$ cat config.mk
export PLATFORM = sky130hd
export DESIGN_NAME = mem_port_arbiter_flat
export DESIGN_NICKNAME = d
export VERILOG_FILES = /design/src/rtl/mem_port_arbiter_if.sv /design/src/rtl/mem_port_arbiter.sv /design/src/flat_wrapper.sv
export SDC_FILE = /design/constraint.sdc
export NUM_CORES = 1
export LEC_CHECK = 0
export BUFFER_PORTS_ARGS = -buffer_cell sky130_fd_sc_hd__clkbuf_2
export CAP_MARGIN = 20
export CORE_MARGIN = 5
export CORE_UTILIZATION = 25
export DETAILED_ROUTE_END_ITERATION = 12
export PLACE_DENSITY = 0.5
export RECOVER_POWER = 50
export SETUP_SLACK_MARGIN = 0.3
export SLEW_MARGIN = 15
export SYNTH_ARGS = -nofsm -noshare
export SYNTH_HDL_FRONTEND = slang
export SYNTH_SLANG_ARGS = --single-unit
$ cat constraint.sdc
create_clock -name clk -period 2.11 [get_ports clk]
set_input_delay 0.3165 -clock clk [delete_from_list [all_inputs] [get_ports clk]]
set_output_delay 0.3165 -clock clk [all_outputs]
set_load 0.1 [all_outputs]
$ cat src/rtl/mem_port_arbiter_if.sv
// rtl/mem_port_arbiter_if.sv - request/grant and memory strobe bundle for the shared memory port
interface mem_port_arbiter_if;
    logic [2:0] req;
    logic [2:0] we;
    logic [2:0] gnt;
    logic [2:0] done;
    logic [1:0] sel;
    logic       mem_en;
    logic       mem_we;
    logic       busy;

    modport master (
        output req, we,
        input  gnt, done, sel, mem_en, mem_we, busy
    );

    modport slave (
        input  req, we,
        output gnt, done, sel, mem_en, mem_we, busy
    );
endinterface

$ cat src/rtl/mem_port_arbiter.sv
// rtl/mem_port_arbiter.sv - round-robin arbiter and fixed-latency sequencer for the shared memory port
module mem_port_arbiter #(
    parameter int MEM_LAT = 2
) (
    input  logic               clk,
    input  logic               rst,
    mem_port_arbiter_if.slave  bus
);

    typedef enum logic [1:0] {
        IDLE   = 2'd0,
        ACCESS = 2'd1,
        WAIT   = 2'd2,
        RESP   = 2'd3
    } state_t;

    localparam logic [3:0] CNT_INIT = (MEM_LAT > 1) ? 4'(MEM_LAT - 2) : 4'd0;

    state_t     state;
    logic [1:0] last;
    logic [3:0] cnt;
    logic [2:0] gnt_q;
    logic [2:0] done_q;
    logic [1:0] sel_q;
    logic       mem_en_q;
    logic       mem_we_q;
    logic       busy_q;

    logic [1:0] win;
    logic [2:0] win_oh;

    // Search starts one past the last winner; only meaningful when some req bit is set.
    function automatic logic [1:0] pick(input logic [1:0] ptr, input logic [2:0] r);
        logic [1:0] w;
        w = 2'd0;
        case (ptr)
            2'd0:    w = r[1] ? 2'd1 : (r[2] ? 2'd2 : 2'd0);
            2'd1:    w = r[2] ? 2'd2 : (r[0] ? 2'd0 : 2'd1);
            default: w = r[0] ? 2'd0 : (r[1] ? 2'd1 : 2'd2);
        endcase
        return w;
    endfunction

    assign win    = pick(last, bus.req);
    assign win_oh = 3'b001 << win;

    always_ff @(posedge clk or negedge rst) begin
        if (!rst) begin
            state    <= IDLE;
            last     <= 2'd2;
            cnt      <= 4'd0;
            gnt_q    <= 3'b000;
            done_q   <= 3'b000;
            sel_q    <= 2'b11;
            mem_en_q <= 1'b0;
            mem_we_q <= 1'b0;
            busy_q   <= 1'b0;
        end else begin
            case (state)
                IDLE: begin
                    if (|bus.req) begin
                        state    <= ACCESS;
                        gnt_q    <= win_oh;
                        sel_q    <= win;
                        mem_en_q <= 1'b1;
                        mem_we_q <= |(bus.we & win_oh);
                        busy_q   <= 1'b1;
                    end
                end
                ACCESS: begin
                    mem_en_q <= 1'b0;
                    mem_we_q <= 1'b0;
                    if (MEM_LAT > 1) begin
                        state <= WAIT;
                        cnt   <= CNT_INIT;
                    end else begin
                        state  <= RESP;
                        done_q <= gnt_q;
                    end
                end
                WAIT: begin
                    if (cnt == 4'd0) begin
                        state  <= RESP;
                        done_q <= gnt_q;
                    end else begin
                        cnt <= cnt - 4'd1;
                    end
                end
                RESP: begin
                    state  <= IDLE;
                    last   <= sel_q;
                    done_q <= 3'b000;
                    gnt_q  <= 3'b000;
                    sel_q  <= 2'b11;
                    busy_q <= 1'b0;
                end
                default: state <= IDLE;
            endcase
        end
    end

    assign bus.gnt    = gnt_q;
    assign bus.done   = done_q;
    assign bus.sel    = sel_q;
    assign bus.mem_en = mem_en_q;
    assign bus.mem_we = mem_we_q;
    assign bus.busy   = busy_q;

endmodule
$ cat src/flat_wrapper.sv
// flat-port wrapper written by rule: the top's interface ports become plain ports
module mem_port_arbiter_flat 
#(
    parameter int MEM_LAT = 2
)
  (clk, rst, bus_req, bus_we, bus_gnt, bus_done, bus_sel, bus_mem_en, bus_mem_we, bus_busy);
  mem_port_arbiter_if bus_i ();
  input  logic clk;
  input  logic rst;
  input wire logic [$bits(bus_i.req)-1:0] bus_req;
  input wire logic [$bits(bus_i.we)-1:0] bus_we;
  output wire logic [$bits(bus_i.gnt)-1:0] bus_gnt;
  output wire logic [$bits(bus_i.done)-1:0] bus_done;
  output wire logic [$bits(bus_i.sel)-1:0] bus_sel;
  output wire logic [$bits(bus_i.mem_en)-1:0] bus_mem_en;
  output wire logic [$bits(bus_i.mem_we)-1:0] bus_mem_we;
  output wire logic [$bits(bus_i.busy)-1:0] bus_busy;
  assign bus_i.req = bus_req;
  assign bus_i.we = bus_we;
  assign bus_gnt = bus_i.gnt;
  assign bus_done = bus_i.done;
  assign bus_sel = bus_i.sel;
  assign bus_mem_en = bus_i.mem_en;
  assign bus_mem_we = bus_i.mem_we;
  assign bus_busy = bus_i.busy;
  mem_port_arbiter #(.MEM_LAT(MEM_LAT)) u_core (.clk(clk), .rst(rst), .bus(bus_i));
endmodule
==> impl_metrics.ini <==
[cells_and_area]
final_cell_mix = 16 x dfrtp_1, 14 x clkbuf_2, 8 x o21ai_1
final_common_cell = dfrtp_1
utilization_pct = 31.1
num_antenna_cells = 0
area_growth_pct = 19.1
drive_gt1_share_pct = 25.8
fin_nets = 140

[setup_path]
critPathKind = reg2out
worstPathCellList = clkbuf_1
crit_buf_inv = 1
crit_family = buffers and inverters
critPathRequiredTime_ps = 1790
max_stage_delay_ps = 870
start_kind = register
slowest_stage = clkbuf_1
endpoint_kind = output pin
crit_path_max_fanout = 2
cp.arrival_ps = 1480

[routing]
drt_iter0_drc = 30
detail_route.wl_per_cell_um = 13.2
drtAntennaViolNets = 0
firstDrtPassIters = 4
route.detailed.drc = 0
vias = 827
vias_per_cell = 4.75
routed_wl_mm = 2.30

[status]
outcome = complete, no violations

[sta]
setup-violations-final = 0
worst_slew_pin_slew_ps = 1170
layout_min_cycle_time_ps = 1800
hold_viol = 0
relSlewSlack_pct = 22.0
fin_worst_skew_ps = 0.776
finalMaxSlewViolations = 0
fmax_ghz = 0.556
fin_crit_sh_pct = 85.3
rsz0062_at_grt = false
tns_ps = 0

[worst_hold_path]
hold_path_class = in2async

[floorplan]
die_y_um = 74.9
core_um2 = 4030
die_x_um = 74.9
die-area_um2 = 5610
rows = 23
io_pins = 19
initial_core_util_pct = 26.1

[logic_synthesis]
yosysSeqAreaShare_pct = 45.5
ys_warn_count = 0
netlist_instances = 104
synth_fp_nets = 119
syn_area_per_cell_um2 = 10.1
yosys-top-cells-area = dfrtp_1 38%, ha_1 8.3%, dfstp_2 7.5%, o21ai_1 3.8%, inv_1 2.9%
synthArstFlopShare_pct = 100
synth_cell_types = 39
yosysTopAreaCellShare_pct = 38.0
yosysTopAreaCell = dfrtp_1
synth_area_um2 = 1050
synth-edff-count = 0
ys_ff_latch = 19
synthFlopType = dfrtp_1

[global_route]
grt_overflow = 0
grt_pass1_vias = 861
grt_pass1_wl_mm = 3.99
grt_use_total_pct = 9.08
antenna_found_initial = 0
grt_max_degree = 20

[clock_network]
worst_skew_pair.late_latency_ps = 250
h-tree-depth = 1
path_clk_slew_ps = 70
cts_sinks = 19
post_cts.repair.setup_buffers = 0
clockBufferDepth = 2
cts_root_buf = clkbuf_8
cts_tree = built
cts_buffers = 3

[flow_run]
drv_cap = 0

[placed_design]
gp_congestion = 0.748
io_buffers = 18
hpwl_mm = 1.80
==> worst paths after layout <==
| path | from | end | slack [ps] | depth (start not counted) |
|---|---|---|---|---|
| setup / recovery | u_core.bus.mem_we | bus_mem_we | 310 | 1 |
| hold / removal | rst | u_core.cnt[3] | 210 | 1 |
| setup reg to reg | u_core.cnt[0] | u_core.state[1] | 440 | 6 |
| hold reg to reg | u_core.bus.mem_en | u_core.bus.mem_en | 480 | 1 |
| max in group asynchronous | rst | u_core.cnt[0] | 1290 | 1 |
| min in group clk | bus_we[2] | u_core.bus.mem_we | 350 | 3 |
==> layer usage <==
metal  routed length (um)  GRT usage (%)  part of all wire (%)  vias up
met5                    0              0                     0        -
met4                    4           1.58                  0.17        0
met3                  136           3.74                   5.9        2
met2                 1110           15.1                    48       16
met1                 1050           11.2                    46      397
li1                     -              -                     -      412
==> kinds of logic after synthesis <==
logic type	synth area share, %
compound gates	21.4
fa+ha+maj	8.32
simple gates	15.2
xor+xnor	0.832
buf+inv	4.52
mux	4.16
flops	45.5
==> synthesized netlist by cell type, types with 2 or more instances <==
| library cell | n |
|---|---|
| a21o_1 | 3 |
| a21oi_1 | 4 |
| a22oi_1 | 2 |
| a32o_1 | 2 |
| buf_2 | 2 |
| dfrtp_1 | 16 |
| dfstp_2 | 3 |
| ha_1 | 7 |
| inv_1 | 8 |
| mux2_2 | 2 |
| nand2_1 | 4 |
| nand2b_1 | 3 |
| nand3_1 | 4 |
| nor2_1 | 5 |
| nor2b_1 | 4 |
| nor3_1 | 2 |
| o211ai_1 | 2 |
| o21ai_0 | 3 |
| o21ai_1 | 8 |
==> final cells by class <==
type	count	area [um^2]
Clock buffer	4	45.0
Inverter	9	33.8
Fill cell	443	2780
Tap cell	50	62.6
Timing Repair Buffer	19	92.6
Multi-Input combinational cell	73	541
Sequential cell	19	479
==> per-stage QoR <==
step | hold WS (ps) | std cells | setup WS [ps] | area, um^2
6_report | 211 | 174 | 310 | 1250
5_1_grt | 296 | 174 | 271 | 1250
4_1_cts | 22.8 | 174 | 324 | 1240
3_5_place_dp | 299 | 170 | 334 | 1200
3_3_place_gp | 299 | 170 | 434 | 1200
2_1_floorplan | 20.9 | 104 | 514 | 1050
==> flip-flops by register name, indices dropped and copies added (netlist names) <==
register / flops
u_core.bus.busy: 1
u_core.bus.done: 3
u_core.bus.gnt: 3
u_core.bus.mem_en: 1
u_core.bus.mem_we: 1
u_core.bus.sel: 2
u_core.cnt: 4
u_core.last: 2
u_core.state: 2
==> what timing repair did <==
item,CTS,global route
endpoints found under the hold margin,0,0
resized for setup,0,5
hold buffers,0,0
setup endpoints to repair,0,8
Power is not shown: default switching activity piles up to over one toggle a cycle in this logic, so the estimate is an artifact.
